File: config.mk
export PLATFORM = sky130hd
export DESIGN_NAME = ov7670_fb_writer_flat
export DESIGN_NICKNAME = d
export VERILOG_FILES = /design/src/rtl/ov7670_fb_writer_if.sv /design/src/rtl/ov7670_fb_writer.sv /design/src/flat_wrapper.sv
export SDC_FILE = /design/constraint.sdc
export NUM_CORES = 1
export LEC_CHECK = 0
export CORE_ASPECT_RATIO = 0.6
export CORE_MARGIN = 4
export CORE_UTILIZATION = 50
export CTS_BUF_LIST = sky130_fd_sc_hd__clkbuf_4 sky130_fd_sc_hd__clkbuf_8
export DETAILED_ROUTE_END_ITERATION = 6
export HOLD_SLACK_MARGIN = 0.03
export MAX_ROUTING_LAYER = met4
export PLACE_DENSITY = 0.76
export SYNTH_ARGS = -nofsm -noshare
export SYNTH_HDL_FRONTEND = slang
export SYNTH_SLANG_ARGS = --single-unit
File: constraint.sdc
create_clock -name cam_clk -period 2.79 [get_ports cam_clk]
set_input_delay 0.4185 -clock cam_clk [delete_from_list [all_inputs] [get_ports cam_clk]]
set_output_delay 0.4185 -clock cam_clk [all_outputs]
set_load 0.01 [all_outputs]
File: src/rtl/ov7670_fb_writer_if.sv
// Camera DVP input and framebuffer write bus of the OV7670 framebuffer writer.
// The master side is the writer: it consumes the camera stream and drives the write strobe.
interface ov7670_fb_writer_if #(
    parameter int ADDR_W = 17
);
    logic              cam_vsync;
    logic              cam_href;
    logic [7:0]        cam_d;
    logic              fb_we;
    logic [ADDR_W-1:0] fb_addr;
    logic [15:0]       fb_data;

    modport master (
        input  cam_vsync, cam_href, cam_d,
        output fb_we, fb_addr, fb_data
    );

    modport slave (
        output cam_vsync, cam_href, cam_d,
        input  fb_we, fb_addr, fb_data
    );
endinterface

File: src/rtl/ov7670_fb_writer.sv
// OV7670 DVP capture into a linear RGB565 framebuffer: byte pairs become pixels,
// and anything beyond the active window is dropped and flagged in a sticky error.
module ov7670_fb_writer #(
    parameter int H_ACTIVE = 320,
    parameter int V_ACTIVE = 240,
    parameter int ADDR_W   = 17
) (
    input  logic               cam_clk,
    input  logic               rst,
    input  logic               arm,
    input  logic               continuous,
    ov7670_fb_writer_if.master bus,
    output logic               busy,
    output logic               frame_done,
    output logic               err
);
    localparam int COL_W  = $clog2(H_ACTIVE + 1);
    localparam int LINE_W = $clog2(V_ACTIVE + 1);
    localparam logic [COL_W-1:0]  COL_MAX   = COL_W'(H_ACTIVE);
    localparam logic [LINE_W-1:0] LINE_MAX  = LINE_W'(V_ACTIVE);
    localparam logic [ADDR_W-1:0] LINE_STEP = ADDR_W'(H_ACTIVE);

    typedef enum logic [1:0] {
        ST_IDLE    = 2'd0,
        ST_WAIT_VS = 2'd1,
        ST_CAPTURE = 2'd2,
        ST_DONE    = 2'd3
    } state_t;

    state_t             state_r, state_s;
    logic               vs_q_r, vs_qq_r, href_q_r, href_qq_r;
    logic [7:0]         d_q_r;
    logic [7:0]         hi_byte_r, hi_byte_s;
    logic               phase_r, phase_s;
    logic [COL_W-1:0]   col_r, col_s;
    logic [LINE_W-1:0]  line_r, line_s;
    logic [ADDR_W-1:0]  line_base_r, line_base_s;
    logic               fb_we_r, fb_we_s;
    logic [ADDR_W-1:0]  fb_addr_r, fb_addr_s;
    logic [15:0]        fb_data_r, fb_data_s;
    logic               busy_r, busy_s;
    logic               frame_done_r, frame_done_s;
    logic               err_r, err_s;
    logic               vs_rise_s, vs_fall_s, href_fall_s, in_bounds_s;

    assign vs_rise_s   = vs_q_r & ~vs_qq_r;
    assign vs_fall_s   = ~vs_q_r & vs_qq_r;
    assign href_fall_s = ~href_q_r & href_qq_r;
    assign in_bounds_s = (col_r < COL_MAX) && (line_r < LINE_MAX);

    assign bus.fb_we   = fb_we_r;
    assign bus.fb_addr = fb_addr_r;
    assign bus.fb_data = fb_data_r;
    assign busy        = busy_r;
    assign frame_done  = frame_done_r;
    assign err         = err_r;

    // State register.
    always_ff @(posedge cam_clk or posedge rst) begin
        if (rst) begin
            state_r <= ST_IDLE;
        end else begin
            state_r <= state_s;
        end
    end

    // Next-state logic; arm is only re-examined at frame end while capturing.
    always_comb begin
        state_s = state_r;
        case (state_r)
            ST_IDLE: begin
                if (arm) state_s = ST_WAIT_VS;
                else     state_s = ST_IDLE;
            end
            ST_WAIT_VS: begin
                if (!arm)          state_s = ST_IDLE;
                else if (vs_fall_s) state_s = ST_CAPTURE;
                else               state_s = ST_WAIT_VS;
            end
            ST_CAPTURE: begin
                if (vs_rise_s) state_s = (continuous && arm) ? ST_WAIT_VS : ST_DONE;
                else           state_s = ST_CAPTURE;
            end
            ST_DONE: begin
                if (!arm) state_s = ST_IDLE;
                else      state_s = ST_DONE;
            end
            default: state_s = ST_IDLE;
        endcase
    end

    // Output and datapath next values: pixel assembly, line bookkeeping, error flag.
    always_comb begin
        hi_byte_s    = hi_byte_r;
        phase_s      = phase_r;
        col_s        = col_r;
        line_s       = line_r;
        line_base_s  = line_base_r;
        fb_we_s      = 1'b0;
        fb_addr_s    = fb_addr_r;
        fb_data_s    = fb_data_r;
        err_s        = err_r;
        frame_done_s = 1'b0;
        busy_s       = (state_s == ST_WAIT_VS) || (state_s == ST_CAPTURE);
        case (state_r)
            ST_IDLE: begin
                if (arm) err_s = 1'b0;
                else     err_s = err_r;
            end
            ST_WAIT_VS: begin
                if (vs_fall_s) begin
                    col_s       = '0;
                    line_s      = '0;
                    line_base_s = '0;
                    phase_s     = 1'b0;
                end else begin
                    phase_s     = phase_r;
                end
            end
            ST_CAPTURE: begin
                if (href_q_r) begin
                    if (!phase_r) begin
                        hi_byte_s = d_q_r;
                        phase_s   = 1'b1;
                    end else begin
                        phase_s = 1'b0;
                        // A pixel completing on the frame-ending edge is dropped so the
                        // strobe never lands outside CAPTURE.
                        if (in_bounds_s && !vs_rise_s) begin
                            fb_we_s   = 1'b1;
                            fb_addr_s = line_base_r + ADDR_W'(col_r);
                            fb_data_s = {hi_byte_r, d_q_r};
                            col_s     = col_r + COL_W'(1);
                        end else begin
                            err_s = 1'b1;
                        end
                    end
                end else if (href_fall_s) begin
                    if (phase_r) err_s = 1'b1;
                    else         err_s = err_r;
                    phase_s = 1'b0;
                    col_s   = '0;
                    if (line_r < LINE_MAX) begin
                        line_base_s = line_base_r + LINE_STEP;
                        line_s      = line_r + LINE_W'(1);
                    end else begin
                        line_s      = line_r;
                    end
                end else begin
                    phase_s = phase_r;
                end
                if (vs_rise_s) frame_done_s = 1'b1;
                else           frame_done_s = 1'b0;
            end
            ST_DONE: begin
                frame_done_s = 1'b0;
            end
            default: begin
                frame_done_s = 1'b0;
            end
        endcase
    end

    // Input sampling, datapath and registered outputs.
    always_ff @(posedge cam_clk or posedge rst) begin
        if (rst) begin
            vs_q_r       <= 1'b0;
            vs_qq_r      <= 1'b0;
            href_q_r     <= 1'b0;
            href_qq_r    <= 1'b0;
            d_q_r        <= 8'h00;
            hi_byte_r    <= 8'h00;
            phase_r      <= 1'b0;
            col_r        <= '0;
            line_r       <= '0;
            line_base_r  <= '0;
            fb_we_r      <= 1'b0;
            fb_addr_r    <= '0;
            fb_data_r    <= 16'h0000;
            busy_r       <= 1'b0;
            frame_done_r <= 1'b0;
            err_r        <= 1'b0;
        end else begin
            vs_q_r       <= bus.cam_vsync;
            vs_qq_r      <= vs_q_r;
            href_q_r     <= bus.cam_href;
            href_qq_r    <= href_q_r;
            d_q_r        <= bus.cam_d;
            hi_byte_r    <= hi_byte_s;
            phase_r      <= phase_s;
            col_r        <= col_s;
            line_r       <= line_s;
            line_base_r  <= line_base_s;
            fb_we_r      <= fb_we_s;
            fb_addr_r    <= fb_addr_s;
            fb_data_r    <= fb_data_s;
            busy_r       <= busy_s;
            frame_done_r <= frame_done_s;
            err_r        <= err_s;
        end
    end
endmodule

File: src/flat_wrapper.sv
// flat-port wrapper written by rule: the top's interface ports become plain ports
module ov7670_fb_writer_flat 
#(
    parameter int H_ACTIVE = 320,
    parameter int V_ACTIVE = 240,
    parameter int ADDR_W   = 17
)
  (cam_clk, rst, arm, continuous, busy, frame_done, err, bus_cam_vsync, bus_cam_href, bus_cam_d, bus_fb_we, bus_fb_addr, bus_fb_data);
  ov7670_fb_writer_if #(.ADDR_W(ADDR_W)) bus_i ();
  input  logic cam_clk;
  input  logic rst;
  input  logic arm;
  input  logic continuous;
  output logic busy;
  output logic frame_done;
  output logic err;
  input wire logic [$bits(bus_i.cam_vsync)-1:0] bus_cam_vsync;
  input wire logic [$bits(bus_i.cam_href)-1:0] bus_cam_href;
  input wire logic [$bits(bus_i.cam_d)-1:0] bus_cam_d;
  output wire logic [$bits(bus_i.fb_we)-1:0] bus_fb_we;
  output wire logic [$bits(bus_i.fb_addr)-1:0] bus_fb_addr;
  output wire logic [$bits(bus_i.fb_data)-1:0] bus_fb_data;
  assign bus_i.cam_vsync = bus_cam_vsync;
  assign bus_i.cam_href = bus_cam_href;
  assign bus_i.cam_d = bus_cam_d;
  assign bus_fb_we = bus_i.fb_we;
  assign bus_fb_addr = bus_i.fb_addr;
  assign bus_fb_data = bus_i.fb_data;
  ov7670_fb_writer #(.H_ACTIVE(H_ACTIVE), .V_ACTIVE(V_ACTIVE), .ADDR_W(ADDR_W)) u_core (.cam_clk(cam_clk), .rst(rst), .arm(arm), .continuous(continuous), .bus(bus_i), .busy(busy), .frame_done(frame_done), .err(err));
endmodule
* Word level (Yosys, flattened, before mapping)
Cells that the tools add are included. Widths: inputs -> output; s select.
Word-level totals: flip-flop bits (word level) 94, latch bits 0, bits in writable memories 0, ROM bits 0, bits of input ports 14, output and inout bits 37, word-level logic and storage cells 100, memories kept 0
Cells by class: add/sub/neg operators 4, $mul 0, divide/modulo/power cells 0, order comparisons 2, equality and inequality tests 15, shift operators 0, muxes and demuxes 41, bitwise logic cells 7, reduce and logical (&&, ||, !) cells 14
Operators by type and width (number):
- $mux 17 | 4
- $mux 9 | 5
- $pmux 17 s2 | 1
- $mux 8 | 4
- $pmux 9 s2 | 1
- $add 17x9->17 | 1
- $add 17x9->17 const B | 1
- $mux 1 | 17
- $pmux 8 s2 | 1
- $reduce_and 5->1 | 3
- $mux 2 | 5
- $add 9x1->9 const B | 1
- $lt 9x9->1 const B | 1
- $ne 3x3->1 const B | 3
- $add 8x1->8 const B | 1
- $lt 8x8->1 const B | 1
- $ne 2x1->1 const B | 4
- $pmux 2 s4 | 1
- $eq 2x2->1 const B | 3
- $reduce_and 3->1 | 2
- $eq 2x1->1 const B | 2
- $ne 2x2->1 const B | 2
- $not 1->1 | 4
- $pmux 1 s2 | 2
- 8 further kinds | 13

* Depth between registers and ports, before layout
word-level depth 8, gate-level depth with buffers 8, gate-level depth less buffers 6

* Least setup slack after synthesis
No wires, ideal clock.
path type reg2reg, start point register u_core.line_base_r[7], end point register u_core.fb_addr_r[10] (netlist: u_core.bus.fb_addr[10]), data arrival time 1.867 ns, slack 0.798 ns, stages on the path, launching flop included 6, buffers on the path 0, clock period less this slack 1.992 ns, cell sequence dfrtp_1 ha_1 a211oi_1 nor3b_1 xor2_1 mux2_2
On the way: cells in the longest elaborated chain, start to end 1
Ends and longest elaborated chain:
- from (decl) | line ov7670_fb_writer.sv:37 | logic [ADDR_W-1:0] line_base_r, line_base_s;
- from (signal assigned) | line ov7670_fb_writer.sv:193 | line_base_r <= line_base_s;
- $add 17x9->17 | line ov7670_fb_writer.sv:131 | fb_addr_s = line_base_r + ADDR_W'(col_r);
- to (signal assigned) | line ov7670_fb_writer.sv:195 | fb_addr_r <= fb_addr_s;
- to (decl) | line ov7670_fb_writer.sv:39 | logic [ADDR_W-1:0] fb_addr_r, fb_addr_s;
No other way between the ends. A chain may end at the register's enable or synchronous reset.

* Worst setup path after layout
start point register u_core.state_r[0], end point register u_core.line_r[6]
On the way: cells in the longest elaborated chain, start to end 3, elaborated cells on any way between the ends 9
Ends and longest elaborated chain:
- from (decl) | line ov7670_fb_writer.sv:30 | state_t state_r, state_s;
- from (signal assigned) | line ov7670_fb_writer.sv:63 | state_r <= state_s;
- $eq 2x2->1 or $eq 2x1->1 (tied branches) | line ov7670_fb_writer.sv:105 | case (state_r)
- $ne 2x2->1 (no line), or another cell as far along
- $reduce_and 5->1 (no line)
- to (signal assigned) | line ov7670_fb_writer.sv:192 | line_r <= line_s;
- to (decl) | line ov7670_fb_writer.sv:36 | logic [LINE_W-1:0] line_r, line_s;
Parallel ways exist; a longest one is shown, timed or not.

==> results.md <==
Die:
- For this configuration, the core starts out at a cell density of roughly half.
- The floorplan has 25 rows.
- The die covers 0.00977 mm2.
- The horizontal die dimension is 125 um.
- The placeable core region is 0.00791 mm2.
- The die is 78.2 um tall.
- Pin placement for this block handled 51 I/O pins.

Run status:
- The flow ran to the end, and the final reports show no timing, DRC or antenna violations.

Critical path:
- The kind of start point of the critical path is a flip-flop.
- On the critical path, the stage with the largest delay is an instance of sky130_fd_sc_hd__or4b_2.
- Walking the worst path, the cells encountered are inv_1, ha_1, buf_4, clkinv_1, a21oi_1, buf_4, or4b_2, a21oi_1.
- In this run the worst path has a maximum fanout of 14.
- Data on the critical path is required at its endpoint by 3070 ps.
- The number of buffer and inverter instances along the worst setup path is 4.
- The worst setup path is captured at a flip-flop.
- Tracing the worst setup path back leads to its startpoint at u_core.state_r[0].
- The worst path arrival time is 2520 ps.
- In this run the critical register-to-register path is launched from u_core.state_r[0].
- The critical path is of the reg2reg type.
- The highest cell delay on the worst timing path is approximately 620 ps.
- In this design, the largest share of critical-path delay is due to buffers and inverters.

Clocking:
- The worst-skew pair later-pin latency is around 360 ps.
- Buffers added to address setup during post-CTS repair amount to 0.
- The post-cts hold buffer count is 0.
- The clock slew seen by the registers of the worst setup and hold paths is 80 ps.
- Clock tree synthesis selected as its root buffer the cell sky130_fd_sc_hd__clkbuf_8.
- The clock tree buffer depth is 2.
- TritonCTS created 9 clock buffers.
- TritonCTS built the clock tree.
- The H-tree level count is 3.
- Gates resized during post-CTS repair numbered 0.
- The clock drives around 90 sinks.

Global route:
- The via count of the first global-routing pass is ~3000.
- The aggregate global routing overflow is 0.
- The initial antenna violation count came to 0.
- The largest net degree at the start of global routing is 89.
- The global router's overall resource usage is 19.9%.
- The first-pass GRT wire length is 15.0 mm.

Place:
- The post-DP HPWL is 6.19 mm.
- At the end of routability-driven placement, the weighted congestion stood at 0.982.
- The number of placed instances, taps included, is 501.
- Before CTS, the worst setup slack after placement is 606 ps.
- Port buffering added 50 buffers.

Drt:
- The total wire length is 8.80 mm.
- The first detailed-routing pass took 5 iterations.
- Dividing the detail-routed wire length by the instance count gives 17.0 um.
- The vias after detailed routing is 3077.
- The count of nets left with antenna violations once routing finished came out at 0.
- The first-iteration detailed-routing DRC count is 266.
- Using the TritonRoute via totals, the vias-per-cell ratio works out to 5.95.
- In the routed design, unresolved DRC markers number 0.

Synthesis:
- The most used flip-flop cell after synthesis is sky130_fd_sc_hd__dfrtp_1.
- After synthesis, the netlist uses 58 different library cells.
- The cell count after synthesis is 347.
- Synthesis inferred 88 register bits.
- The average cell area after synthesis is 11.8 um2.
- The synthesized netlist occupies a cell area of between 0.004 and 0.005 mm2.
- The synthesized design contains 0 enable-type register cells.
- The synthesized netlist net count is 371.
- Counting flops with an async set or reset pin after synthesis yields a share of 100%.
- The proportion of synthesized chip area in sequential cells is 53.7%.
- The count of warnings emitted by yosys is 0.

Pwr:
- Dividing total power by cell area gives a power density of approximately 470 mW/mm2.
- Total power for the finished layout comes to 2.34 mW.
- In this run the static leakage power is 2.22 nW.
- The maximum resistive drop on vdd is 0.286 mV.

Timing:
- The final critical path takes up 80.4% of the cycle.
- The tightest slew margin relative to the limit is 52.2%.
- Setup violations remaining at the end of the flow were counted as 0.
- Counting I/O delays and the setup requirement, the final critical path takes 2240 ps.
- The maximum frequency from static timing analysis is approximately 0.45 GHz.
- The worst path meets setup with 547 ps of slack.
- At the pin with the least slew margin, the transition time is 714 ps.
- Setup repair after global routing left no endpoint under its margin.
- The summed negative setup slack over all endpoints is 0 ps.
- The setup skew after layout is between 10 and 15 ps.
- The final max-slew violation count came to 0.
- The number of hold-slack violations in the final timing report came to 0.

Worst hold path:
- In this run the worst hold path is classified as reg2reg.
- The start point of the worst min-delay path is u_core.vs_q_r.

Final layout:
- The number of non-filler instances in the completed layout is 517.
- Fill cells in the final layout number between 600 and 700.
- The relative area change from synthesis to final layout is 20.3%.
- The core utilization of the finished layout is 62.3%.
- The post-route netlist has 18.3% of its cells at a drive strength greater than 1.
- The count of nets after finishing is 428.
- The count of inserted antenna diode cells is 0.

Flow run:
- Across the run, the number of max-cap violations was 0.
synth_stat cells, types with 7 or more instances:
library cell              instances  area [um2]
sky130_fd_sc_hd__inv_1           13        48.8
sky130_fd_sc_hd__nand3_1         11        55.1
sky130_fd_sc_hd__dfrtp_1         88        2200
sky130_fd_sc_hd__nor2_1          11        41.3
sky130_fd_sc_hd__o31ai_1          7        52.6
sky130_fd_sc_hd__mux2_2          41         462
sky130_fd_sc_hd__xor2_1           8        70.1
sky130_fd_sc_hd__nand2_1         23        86.3
sky130_fd_sc_hd__a21oi_1         16        80.1
sky130_fd_sc_hd__ha_1            10         125
sky130_fd_sc_hd__nor3_1           9        45.0
cells in the final DEF (no fill, tap or decap), types with 3 or more instances in the layout:
| master | instances |
|---|---|
| sky130_fd_sc_hd__nand3b_1 | 3 |
| sky130_fd_sc_hd__o2111ai_1 | 3 |
| sky130_fd_sc_hd__nand2b_1 | 6 |
| sky130_fd_sc_hd__o21a_1 | 4 |
| sky130_fd_sc_hd__mux2_2 | 41 |
| sky130_fd_sc_hd__nand3_1 | 11 |
| sky130_fd_sc_hd__and3_1 | 3 |
| sky130_fd_sc_hd__o31ai_1 | 7 |
| sky130_fd_sc_hd__a211oi_1 | 3 |
| sky130_fd_sc_hd__nor2_1 | 11 |
| sky130_fd_sc_hd__a21oi_1 | 16 |
| sky130_fd_sc_hd__o41ai_1 | 3 |
| sky130_fd_sc_hd__clkdlybuf4s50_1 | 50 |
| sky130_fd_sc_hd__a41oi_1 | 4 |
| sky130_fd_sc_hd__mux2i_1 | 3 |
| sky130_fd_sc_hd__dfrtp_1 | 88 |
| sky130_fd_sc_hd__a31oi_1 | 3 |
| sky130_fd_sc_hd__clkinvlp_4 | 4 |
| sky130_fd_sc_hd__nor4b_1 | 3 |
| sky130_fd_sc_hd__ha_1 | 10 |
| sky130_fd_sc_hd__or4_1 | 3 |
| sky130_fd_sc_hd__o21ai_0 | 6 |
| sky130_fd_sc_hd__a22o_1 | 3 |
| sky130_fd_sc_hd__xor2_1 | 8 |
| sky130_fd_sc_hd__buf_4 | 9 |
| sky130_fd_sc_hd__nor4_1 | 3 |
| sky130_fd_sc_hd__clkbuf_8 | 10 |
| sky130_fd_sc_hd__nand2_1 | 23 |
| sky130_fd_sc_hd__nand4_1 | 4 |
| sky130_fd_sc_hd__o211ai_1 | 3 |
| sky130_fd_sc_hd__nor3_1 | 9 |
| sky130_fd_sc_hd__inv_1 | 12 |
stage by stage:
| stage | hold slack [ps] | cell area [um2] |
|---|---|---|
| finish | 428 | 4930 |
| global route | 461 | 4930 |
| CTS | 427 | 4930 |
| detailed placement | 408 | 4750 |
| global placement | 397 | 4750 |
| floorplan | 349 | 4100 |
power breakdown:
part,switching (mW),internal [mW]
registers,0.0264,1.32
clock network,0.452,0.348
logic,0.116,0.0793
total,0.594,1.75
per-layer routing:
layer  global-route usage, %  part of all wire, %  up-vias  routed length, um
met5                       -                    0        -                  0
met4                    6.28                  1.5        0                129
met3                    4.55                  7.0       14                618
met2                    28.7                   43      126               3820
met1                    28.1                   48     1524               4230
li1                        -                    -     1413                  -
final cells by class:
type,instances,area (um2),share of cell area [%]
Clock buffer,10,138,2.79
Clock inverter,6,43.8,0.888
Inverter,14,53.8,1.09
Multi-Input combinational cell,231,1770,35.9
Sequential cell,88,2200,44.6
Tap cell,108,135,2.74
Timing Repair Buffer,60,588,11.9
registers in the layout (all words and copies together) (netlist names), 2 cells and up:
signal,cells
u_core.line_r,8
u_core.hi_byte_r,8
u_core.line_base_r,11
u_core.state_r,2
u_core.bus.fb_data,16
u_core.col_r,9
u_core.bus.fb_addr,17
u_core.d_q_r,8
logic make-up after synthesis:
logic type      count (synthesis)  share of synthesized area [%]
compound gates                 71                           12.6
xor+xnor                       10                           2.13
fa+ha+maj                      10                           3.05
buf+inv                        28                           3.11
flops                          88                           53.7
mux                            44                           12.0
simple gates                   96                           13.4
final timing paths:
kind	cells past startpoint	end	slack [ps]
min	0	u_core.vs_qq_r	430
max in group asynchronous	3	u_core.line_r[3]	1940
min in group asynchronous	3	u_core.col_r[4]	470
min reg2reg	0	u_core.vs_qq_r	430
max reg2reg	8	u_core.line_r[6]	550
max	8	u_core.line_r[6]	550
Note: power is estimated with default switching activity, not from simulation.
